`src/rtl/qsfp_monitor_poller.sv`:
```
// qsfp_monitor_poller
//   Walks a fixed register list on every QSFP through the readout wrapper and
//   publishes one coherent snapshot per module. Each module costs six reads
//   (presence, status, temperature MSB/LSB, supply MSB/LSB). An absent module
//   costs only the presence read. All outputs of a module change together in
//   a single commit cycle.
//
// Ports
//   clk, rst_n      clock, asynchronous active-low reset
//   hold            stalls the issue of new reads (an in-flight read completes)
//   scan_now        pulse: start a scan now if idle
//   readAddress     {qsfp index, register offset} to the readout wrapper
//   readData        byte from the readout wrapper, READ_LATENCY after address
//   present/valid   per-module presence and snapshot-valid flags
//   status          per-module status byte, 8 bits per module
//   temperature     per-module signed temperature, 1/256 degC, 16 bits per module
//   vsupply         per-module supply voltage, 100 uV LSB, 16 bits per module
//   temp_alarm      per-module level: temperature > TEMP_ALARM and valid
//   present_change  per-module one-cycle pulse when present toggles
//   scan_done       one-cycle pulse after the last module commits
//   scan_count      completed scans (wraps)
//   busy            scan in progress
module qsfp_monitor_poller #(
   parameter int                 QSFP_COUNT    = 2,
   parameter int                 READ_LATENCY  = 2,
   parameter int                 SCAN_INTERVAL = 1000000,
   parameter logic [7:0]         OFF_PRESENT   = 8'hFF,
   parameter logic [7:0]         OFF_STATUS    = 8'h02,
   parameter logic [7:0]         OFF_TEMP      = 8'h16,
   parameter logic [7:0]         OFF_VSUPPLY   = 8'h1A,
   parameter int                 PRESENT_BIT   = 0,
   parameter logic signed [15:0] TEMP_ALARM    = 16'sh4600
) (
   input  logic                              clk,
   input  logic                              rst_n,
   input  logic                              hold,
   input  logic                              scan_now,
   output logic [$clog2(QSFP_COUNT)+7:0]     readAddress,
   input  logic [7:0]                        readData,
   output logic [QSFP_COUNT-1:0]             present,
   output logic [QSFP_COUNT-1:0]             valid,
   output logic [8*QSFP_COUNT-1:0]           status,
   output logic [16*QSFP_COUNT-1:0]          temperature,
   output logic [16*QSFP_COUNT-1:0]          vsupply,
   output logic [QSFP_COUNT-1:0]             temp_alarm,
   output logic [QSFP_COUNT-1:0]             present_change,
   output logic                              scan_done,
   output logic [15:0]                       scan_count,
   output logic                              busy
);

   localparam int AW = $clog2(QSFP_COUNT) + 8;
   localparam int QW = (QSFP_COUNT > 1) ? $clog2(QSFP_COUNT) : 1;
   localparam int LW = (READ_LATENCY > 1) ? $clog2(READ_LATENCY) : 1;
   localparam logic [QW-1:0] Q_LAST   = QW'(QSFP_COUNT - 1);
   localparam logic [LW-1:0] LAT_LAST = LW'(READ_LATENCY - 1);
   localparam logic [31:0]   INT_LAST = 32'(SCAN_INTERVAL - 1);

   typedef enum logic [2:0] {
      S_IDLE, S_ISSUE, S_WAIT, S_CAPTURE, S_COMMIT
   } state_t;

   typedef enum logic [2:0] {
      ST_PRESENT, ST_STATUS, ST_TMSB, ST_TLSB, ST_VMSB, ST_VLSB
   } step_t;

   state_t             state, state_d;
   step_t              step;
   logic [QW-1:0]      q;
   logic [LW-1:0]      lat_cnt;
   logic [31:0]        int_cnt;

   // Shadow registers: assembled here, copied to the outputs only at commit.
   logic               sh_present;
   logic [7:0]         sh_status;
   logic signed [15:0] sh_temp;
   logic [15:0]        sh_vs;

   logic               rst_s1, rst_s2;
   logic               rst_int_n;
   logic               absent_now;

   function automatic logic [7:0] offset_of(input step_t st);
      case (st)
         ST_PRESENT: return OFF_PRESENT;
         ST_STATUS:  return OFF_STATUS;
         ST_TMSB:    return OFF_TEMP;
         ST_TLSB:    return OFF_TEMP + 8'd1;
         ST_VMSB:    return OFF_VSUPPLY;
         default:    return OFF_VSUPPLY + 8'd1;
      endcase
   endfunction

   function automatic logic [AW-1:0] addr_of(input logic [QW-1:0] qi, input step_t st);
      return (AW'(qi) << 8) | AW'(offset_of(st));
   endfunction

   // Equality does not alarm.
   function automatic logic over_temp(input logic signed [15:0] t);
      return t > TEMP_ALARM;
   endfunction

   // Reset asserts asynchronously and is released on a clock edge.
   always_ff @(posedge clk or negedge rst_n) begin
      if (!rst_n) begin
         rst_s1 <= 1'b0;
         rst_s2 <= 1'b0;
      end else begin
         rst_s1 <= 1'b1;
         rst_s2 <= rst_s1;
      end
   end

   assign rst_int_n  = rst_s2;
   assign absent_now = readData[PRESENT_BIT];
   assign busy       = (state != S_IDLE);

   always_ff @(posedge clk or negedge rst_int_n) begin
      if (!rst_int_n) state <= S_IDLE;
      else            state <= state_d;
   end

   always_comb begin
      state_d = state;
      case (state)
         S_IDLE:    if (scan_now || int_cnt == INT_LAST) state_d = S_ISSUE;
         S_ISSUE:   if (!hold) state_d = S_WAIT;
         S_WAIT:    if (lat_cnt == LAT_LAST) state_d = S_CAPTURE;
         S_CAPTURE: begin
            if ((step == ST_PRESENT && absent_now) || step == ST_VLSB) state_d = S_COMMIT;
            else                                                       state_d = S_ISSUE;
         end
         S_COMMIT:  state_d = (q == Q_LAST) ? S_IDLE : S_ISSUE;
         default:   state_d = S_IDLE;
      endcase
   end

   always_ff @(posedge clk or negedge rst_int_n) begin
      if (!rst_int_n) begin
         step           <= ST_PRESENT;
         q              <= '0;
         lat_cnt        <= '0;
         int_cnt        <= '0;
         readAddress    <= '0;
         present        <= '0;
         valid          <= '0;
         status         <= '0;
         temperature    <= '0;
         vsupply        <= '0;
         temp_alarm     <= '0;
         present_change <= '0;
         scan_done      <= 1'b0;
         scan_count     <= '0;
      end else begin
         present_change <= '0;
         scan_done      <= 1'b0;
         case (state)
            S_IDLE: begin
               if (scan_now || int_cnt == INT_LAST) begin
                  int_cnt <= '0;
                  q       <= '0;
                  step    <= ST_PRESENT;
               end else begin
                  int_cnt <= int_cnt + 32'd1;
               end
            end
            S_ISSUE: begin
               if (!hold) begin
                  readAddress <= addr_of(q, step);
                  lat_cnt     <= '0;
               end
            end
            S_WAIT: lat_cnt <= lat_cnt + 1'b1;
            S_CAPTURE: begin
               if (!(step == ST_PRESENT && absent_now) && step != ST_VLSB)
                  step <= step_t'(step + 3'd1);
            end
            S_COMMIT: begin
               present[q]               <= sh_present;
               valid[q]                 <= sh_present;
               status[8*q +: 8]         <= sh_status;
               temperature[16*q +: 16]  <= sh_temp;
               vsupply[16*q +: 16]      <= sh_vs;
               temp_alarm[q]            <= sh_present && over_temp(sh_temp);
               present_change[q]        <= present[q] ^ sh_present;
               step                     <= ST_PRESENT;
               q                        <= q + 1'b1;
               if (q == Q_LAST) begin
                  scan_done  <= 1'b1;
                  scan_count <= scan_count + 16'd1;
               end
            end
            default: ;
         endcase
      end
   end

   // Shadow data carries no reset: a reset returns to IDLE and the next scan
   // rewrites every shadow field before it can be committed.
   always_ff @(posedge clk) begin
      if (state == S_CAPTURE) begin
         case (step)
            ST_PRESENT: begin
               sh_present <= ~absent_now;
               if (absent_now) begin
                  sh_status <= '0;
                  sh_temp   <= '0;
                  sh_vs     <= '0;
               end
            end
            ST_STATUS: sh_status     <= readData;
            ST_TMSB:   sh_temp[15:8] <= readData;
            ST_TLSB:   sh_temp[7:0]  <= readData;
            ST_VMSB:   sh_vs[15:8]   <= readData;
            default:   sh_vs[7:0]    <= readData;
         endcase
      end
   end

endmodule

```
`config.mk`:
```
export PLATFORM = sky130hd
export DESIGN_NAME = qsfp_monitor_poller
export DESIGN_NICKNAME = d
export VERILOG_FILES = /design/src/rtl/qsfp_monitor_poller.sv
export SDC_FILE = /design/constraint.sdc
export NUM_CORES = 1
export LEC_CHECK = 0
export CORE_ASPECT_RATIO = 1.5
export CORE_MARGIN = 10
export CORE_UTILIZATION = 54
export DETAILED_ROUTE_END_ITERATION = 16
export HOLD_SLACK_MARGIN = 0.08
export PLACE_DENSITY = 0.8
export SYNTH_ARGS = -nofsm -noshare
export SYNTH_HDL_FRONTEND = slang
export SYNTH_SLANG_ARGS = --single-unit
```
`constraint.sdc`:
```
create_clock -name clk -period 5.35 [get_ports clk]
set_clock_uncertainty 0.1 [all_clocks]
set_input_delay 0.8025 -clock clk [delete_from_list [all_inputs] [get_ports clk]]
set_output_delay 0.8025 -clock clk [all_outputs]
set_load 0.03 [all_outputs]
```
==> key figures, run 1 <==
Status
  – Status: completed

Synth
  – Syn avg cell area: 11.31 um^2
  – Ys Warns: 0
  – Mux cell area share after synthesis: under 10%
  – Syn_nets: approximately 750
  – Number of flops mapped to enable cells by yosys: a little over 40
  – Cell area after synthesis: about 8200 um^2
  – Sequential area share after synthesis: between 60% and 70%
  – Simple-gate share of the synthesized area: approximately a fifth
  – XOR/XNOR Fraction of Synth Area: under 10%
  – Ys flop type: dfrtp_1
  – Main combinational cell family by area after synthesis: simple AND/OR/NAND/NOR gates
  – Adder-cell share of the synthesized area: roughly 1.1%
  – Mapped Cells: 728
  – Synth Area in Compound Gates: approximately 6.5%
  – Synth unique cells: between 50 and 60
  – Synth Register Bits: 193
  – Asr flop ratio synth: about 79%

CTS
  – Reg clk slew, reported paths: around 0.070 ns
  – Clk sinks: slightly below 200
  – H-tree depth: 4
  – Clock Path Buffers: 2
  – Num CTS Buffers: 17
  – Worst skew pair latency: 0.43 ns
  – Clock Root Buffer: clkbuf_16
  – CTS tree: yes

Detailed routing
  – DRT Pass-1 Iters: 5
  – Antenna violation net count after detailed routing: 0
  – DRC Markers: 0
  – Vias: 6011
  – Wire length per cell: 19.10 um
  – Routed Wire Length: around 20 mm
  – Iter 0 DRT Violations: 400
  – Via density: roughly 5.7

Placed design
  – Area after DPL: 9635 um^2
  – Routability cong.: around 0.86
  – Pre-CTS setup slack: 2.293 ns
  – Cells after DPL: 1018
  – Port bufs: roughly 130
  – Detailed placement HPWL: 14.38 mm

Cells and area
  – Final Non-Filler Cells: ~1100
  – Layout area overhead: 24.41%
  – Core Util, Final: between 60% and 70%
  – Antenna Cells: 0
  – Layout cells sized above 1: 5.986%
  – Fin area: between 10000 and 15000 um^2
  – # nets final: 858

Setup path
  – Worst setup EP type: primary output
  – Crit Path Max Fanout: 32
  – Buf/Inv on CP: 3
  – Crit path max-delay cell type: clkdlybuf4s50_1
  – CP startpoint kind: flop
  – Critical path's largest stage delay: 0.65 ns
  – R2r startpoint: state[1]$_DFFE_PN0P_
  – R2R cell count: 6
  – Critical path class: reg2out
  – Critical path data arrival time: 2.40 ns
  – Crit path required time: 4.45 ns
  – R2R Path End: int_cnt[26]$_DFFE_PN0N_
  – Cell Chain, Critical Path: nor3_4, buf_4, inv_2, clkdlybuf4s50_1
  – Reg2reg setup slack: 2.28 ns
  – CP top delay family: buffers and inverters

STA
  – Final period util: between 60% and 70%
  – Final count of hold timing violations: 0
  – Final Setup Violations: 0
  – Setup TNS: 0 ns
  – FMAX: 0.3031 GHz
  – RSZ-0062 raised after global routing: no
  – Final Max Tran Viols: 0
  – Fin crit period: 3.300 ns
  – Worst slew pin tran: ~1.1 ns
  – Slew headroom: 28.67%
  – Final Worst Setup Slack: around 2 ns

Global routing
  – Antenna violations before repair: 0
  – First-pass GRT wire length: about 33 mm
  – Gr usage total: approximately 20%
  – Total grt overflow: 0
  – Maximum number of pins on one net before global-route repair: 86
  – Vias in the first global route: between 6000 and 7000

Die
  – Site Rows: 55
  – Die Area: approximately 21000 um^2
  – I/O pin count: about 130
  – Die Wd: 120.8 um
  – Core Area: 15000 um^2
  – Initial Utilization: between 50% and 60%
  – DIE HEIGHT: ~170 um

Power and ir drop
  – PD cells: between 500 and 600 nW/um^2
  – Static Leak: ~4.6 nW
  – Peak supply drop: between 200 and 300 uV

Hold path
  – Min-delay src: rst_s1$_DFF_PN0_
  – Min-delay worst type: reg2reg
  – Worst hold path endpoint: rst_int_n$_DFF_PN0_
  – WHS Path Cells: 0

Job
  – Total of max-cap violations: 0
metrics by stage:
step	hold slack, ns	power, mW
2_1_floorplan	0.2312	3.378
3_3_place_gp	0.01997	4.219
3_5_place_dp	0.02548	4.294
4_1_cts	0.2661	5.553
5_1_grt	0.2799	5.777
6_report	0.2584	5.512
timing repair:
| action | CTS | global route |
|---|---|---|
| buffers inserted | 0 | 0 |
| hold buffers | 1 | 0 |
| gates resized for setup | 0 | 0 |
| hold endpoints to repair | 6 | 0 |
| endpoints found under the setup margin | 0 | 0 |
cells in the mapped netlist (3+ instances only):
master / number / share of area [%]
or4_1: 14 / 1.3
buf_4: 4 / 0.36
xnor2_1: 16 / 1.7
nor2_1: 25 / 1.1
nor3_1: 8 / 0.49
and2_1: 28 / 2.1
nand2b_1: 8 / 0.61
mux2_1: 42 / 5.7
inv_2: 3 / 0.14
clkbuf_1: 22 / 1.0
or3_1: 9 / 0.68
nand3b_1: 5 / 0.46
nand4_1: 13 / 0.99
a22oi_1: 20 / 1.8
buf_2: 9 / 0.55
inv_1: 10 / 0.46
a21oi_1: 15 / 0.91
edfxtp_1: 41 / 15
nor4_1: 8 / 0.61
o21ai_1: 12 / 0.73
nor2b_1: 12 / 0.91
ha_1: 7 / 1.1
xor2_1: 8 / 0.85
and3_1: 15 / 1.1
nand2_1: 150 / 6.8
a31oi_1: 5 / 0.38
dfrtp_1: 152 / 46
nand3_1: 17 / 1.0
buf_1: 6 / 0.27
o21ai_0: 5 / 0.30
o31ai_1: 14 / 1.3
layout by cell type, fill, tap and decap left out, types with 18 or more instances in the layout:
cell type / instances
dfrtp_1: 151
nand2_1: 150
clkdlybuf4s50_1: 126
mux2_1: 42
edfxtp_1: 41
and2_1: 28
nor2_1: 25
a22oi_1: 20
clkbuf_16: 18
worst max-delay path by stage:
stage / start / endpoint / slack (ns) / depth (start not counted)
floorplan: rst_int_n$_DFF_PN0_ / int_cnt[0]$_DFFE_PN0N_ / 0.70 / 0
global placement: state[1]$_DFFE_PN0P_ / int_cnt[28]$_DFFE_PN0N_ / 2.42 / 6
detailed placement: state[1]$_DFFE_PN0P_ / int_cnt[26]$_DFFE_PN0N_ / 2.29 / 6
CTS: state[1]$_DFFE_PN0P_ / busy / 2.05 / 4
global route: state[1]$_DFFE_PN0P_ / busy / 1.89 / 4
finish: state[1]$_DFFE_PN0P_ / busy / 2.05 / 4
sequential cells by signal, indices dropped and copies added (netlist names), 3 cells and up:
signal / flops
vsupply: 32
readAddress: 7
temperature: 32
scan_count: 16
status: 16
int_cnt: 32
sh_status: 8
state: 3
sh_temp: 16
sh_vs: 16
step: 3
power by group:
group / total (mW) / switching (mW) / leakage, nW / internal (mW)
Sequential: 2.21 / 0.299 / 2.40 / 1.91
Clock: 1.26 / 0.593 / 0.293 / 0.662
Combinational: 2.05 / 1.24 / 1.87 / 0.807
Total: 5.51 / 2.13 / 4.56 / 3.38
metal layers:
metal  part of all wire (%)  global-route usage (%)  vias to the layer above
met1                     37                   20.60                     2999
met3                    5.7                   4.724                       27
met5                      0                       0                        -
met2                     56                   37.04                      211
met4                    1.8                   7.316                        0
li1                       -                       -                     2774
cells by family after synthesis:
| logic type | Yosys count |
|---|---|
| adders and majority gates | 7 |
| muxes | 46 |
| DFF | 193 |
| other | 1 |
| buffers and inverters | 54 |
| and+or+nand+nor | 324 |
| AOI/OAI and AO/OA | 79 |
| xor gates and xnor gates | 24 |
area by class of cell:
cell class | instances | area (um^2)
clock inverters | 13 | 137.6
inverters | 13 | 48.80
repair buffers | 133 | 1316
multi-input cells | 481 | 2993
fillers | 1090 | 4755
clock buffers | 19 | 464.2
well taps | 199 | 249.0
flip-flops and latches | 193 | 5039
Power figures use the tool's default switching activity.
==> inputs of run 2 (changes only) <==
==> constraint.sdc (replaced) <==
create_clock -name clk -period 3.05 [get_ports clk]
set_clock_uncertainty 0.1 [all_clocks]
set_input_delay 0.4575 -clock clk [delete_from_list [all_inputs] [get_ports clk]]
set_output_delay 0.4575 -clock clk [all_outputs]
set_load 0.03 [all_outputs]
==> run 2 against run 1 <==
Effect of this change: combinational power up 77%; first-iteration DRC count down 4.8%; sequential power up 75%; sequential cell count unchanged; count of clock-buffer cells in the layout unchanged; largest power group unchanged; die area unchanged; total power up 76%; routed wire length up 0.47%; global-route usage about the same; worst hold slack worse by 0.16 ns; core utilization up 0.23 points.
==> key figures, run 2 (synthesis results as in run 1) <==
STA
  – Final Setup Violations: 0 (unchanged)
  – Slew headroom: 49.28% (was 28.67%)
  – Final Max Tran Viols: 0 (unchanged)
  – Final count of hold timing violations: 0 (unchanged)
  – FMAX: about 0.37 GHz
  – Fin crit period: about 2.7 ns
  – Worst slew pin tran: 0.7593 ns (was 1.068 ns)
  – RSZ-0062 raised after global routing: no (unchanged)
  – Hold slack: 0.09619 ns (was 0.2584 ns)
  – Setup TNS: 0 ns (unchanged)
  – Final period util: between 80 and 90%

Power and ir drop
  – Static Leak: 4.591 nW (was 4.562 nW)
  – Power, Total: 9.710 mW (was 5.512 mW)
  – Net switching fraction of the power: 38.30% (was 38.70%)
  – Peak supply drop: 401.5 uV (was 290.8 uV)
  – Clk pwr share: 22.8% (about the same)
  – Pint: 5.991 mW (was 3.379 mW)
  – Sequential share of power: 39.9% (was 40.1%)
  – Combinational Power Share: 37.4% (was 37.2%)
  – PD cells: 944.3 nW/um^2 (was 537.9 nW/um^2)
  – NetSw: 3.719 mW (was 2.133 mW)

Die
  – I/O pin count: 127 (unchanged)
  – Die Area: 20700 um^2 (unchanged)
  – Initial Utilization: 54.90% (unchanged)
  – DIE HEIGHT: 171.3 um (unchanged)
  – Site Rows: 55 (unchanged)
  – Core Area: 15000 um^2 (unchanged)
  – Die Wd: 120.8 um (unchanged)

Setup path
  – Critical path data arrival time: 2.96 ns (was 2.40 ns)
  – Worst setup EP type: flop (was primary output)
  – Critical path class: reg2reg (was reg2out)
  – Crit Path Max Fanout: 21 (was 32)
  – CP startpoint kind: flop (unchanged)
  – R2R cell count: 5 (was 6)
  – Crit path required time: 3.28 ns (was 4.45 ns)

Cells and area
  – Layout area overhead: 24.84% (was 24.41%)
  – Commonest non-fill, non-tap cell in the layout: dfrtp_1 (unchanged)
  – Largest regs: int_cnt (32), temperature (32), vsupply (32) (unchanged)
  – Core Util, Final: 68.54% (was 68.31%)
  – Most frequent cells in the layout: dfrtp_1, nand2_1, clkdlybuf4s50_1 (unchanged)
  – Layout filler cell count: 1103 (was 1090)
  – Antenna Cells: 0 (unchanged)
  – Layout cells sized above 1: 6.534% (was 5.986%)
  – # nets final: 863 (was 858)
  – Fin area: 10280 um^2 (was 10250 um^2)

Global routing
  – First-pass GRT wire length: 32.83 mm (was 32.63 mm)
  – Vias in the first global route: 6273 (was 6223)
  – Total grt overflow: 0 (unchanged)
  – Maximum number of pins on one net before global-route repair: 73 (was 86)
  – Gr usage total: 19.79% (was 19.74%)
  – Antenna violations before repair: 0 (unchanged)

CTS
  – CTS resizes: 0 (unchanged)
  – Clock Path Buffers: 2 (unchanged)
  – Num CTS Buffers: 17 (unchanged)
  – Hold Buf Count CTS: 0 (was 1)
  – Clk sinks: 193 (unchanged)
  – Worst skew pair latency: 0.42 ns (was 0.43 ns)
  – Clock Root Buffer: clkbuf_16 (unchanged)
  – H-tree depth: 4 (unchanged)
  – Post-CTS setup buffers: 0 (unchanged)
  – CTS tree: yes (unchanged)
  – Reg clk slew, reported paths: 0.07 ns (about the same)

Detailed routing
  – DRT Pass-1 Iters: 5 (unchanged)
  – Wire length per cell: 19.10 um (about the same)
  – Routed Wire Length: 20.17 mm (was 20.07 mm)
  – Via density: 5.723 (was 5.719)
  – DRC Markers: 0 (unchanged)
  – Iter 0 DRT Violations: 381 (was 400)
  – Antenna violation net count after detailed routing: 0 (unchanged)
  – Vias: 6043 (was 6011)

Placed design
  – Routability cong.: 0.8584 (was 0.8582)
  – Port bufs: 126 (unchanged)
  – Area after DPL: 9693 um^2 (was 9635 um^2)
  – Detailed placement HPWL: 14.46 mm (was 14.38 mm)

Hold path
  – Min-delay worst type: in2async (was reg2reg)

Status
  – Status: completed (unchanged)

Job
  – Total of max-cap violations: 0 (unchanged)
run 2: worst max-delay path, cell delays in order, from the launching register on:
cell     delay (ns)
dfrtp_1        0.53
nor3_4         0.27
inv_2          0.17
or4_1          0.87
or4_1          0.51
a22oi_1        0.18
run 2: power groups by stage:
stage | Sequential (mW) | Combinational, mW | Clock, mW
CTS | 3.87 | 3.67 | 2.24
floorplan | 4.80 | 1.13 | 0
finish | 3.87 | 3.63 | 2.21
global placement | 3.87 | 3.54 | 0
global route | 3.96 | 3.86 | 2.35
detailed placement | 3.91 | 3.65 | 0
run 2: worst paths after layout:
| check | startpoint | end | slack, ns |
|---|---|---|---|
| max | state[1]$_DFFE_PN0P_ | int_cnt[26]$_DFFE_PN0N_ | 0.32 |
| min | rst_n | rst_int_n$_DFF_PN0_ | 0.1 |
| max reg2reg | state[1]$_DFFE_PN0P_ | int_cnt[26]$_DFFE_PN0N_ | 0.32 |
| min reg2reg | rst_int_n$_DFF_PN0_ | vsupply[14]$_DFFE_PN0P_ | 0.21 |
| max in group asynchronous | rst_int_n$_DFF_PN0_ | temperature[14]$_DFFE_PN0P_ | 1.72 |
| min in group clk | rst_s1$_DFF_PN0_ | rst_int_n$_DFF_PN0_ | 0.25 |
run 2: routing by layer:
layer	part of all wire, %	vias up	GRT usage (%)
li1	-	2770	-
met1	37	3062	20.70
met2	56	182	37.57
met3	4.9	29	3.904
met4	2.3	0	7.579
met5	0	-	0
run 2: final cells by class:
type / count / area (um^2) / area share [%]
flip-flops and latches: 193 / 5039 / 49.00
multi-input cells: 481 / 2993 / 29.11
repair buffers: 138 / 1364 / 13.26
clock buffers: 19 / 454.2 / 4.417
well taps: 199 / 249.0 / 2.422
clock inverters: 13 / 135.1 / 1.314
inverters: 13 / 48.80 / 0.4746
run 2: metrics by stage:
step | worst slack (ns) | instances
finish | 0.3188 | 1056
global route | 0.1502 | 1056
CTS | 0.3563 | 1056
detailed placement | 0.3716 | 1024
global placement | 0.4711 | 1024
floorplan | 0.4304 | 728
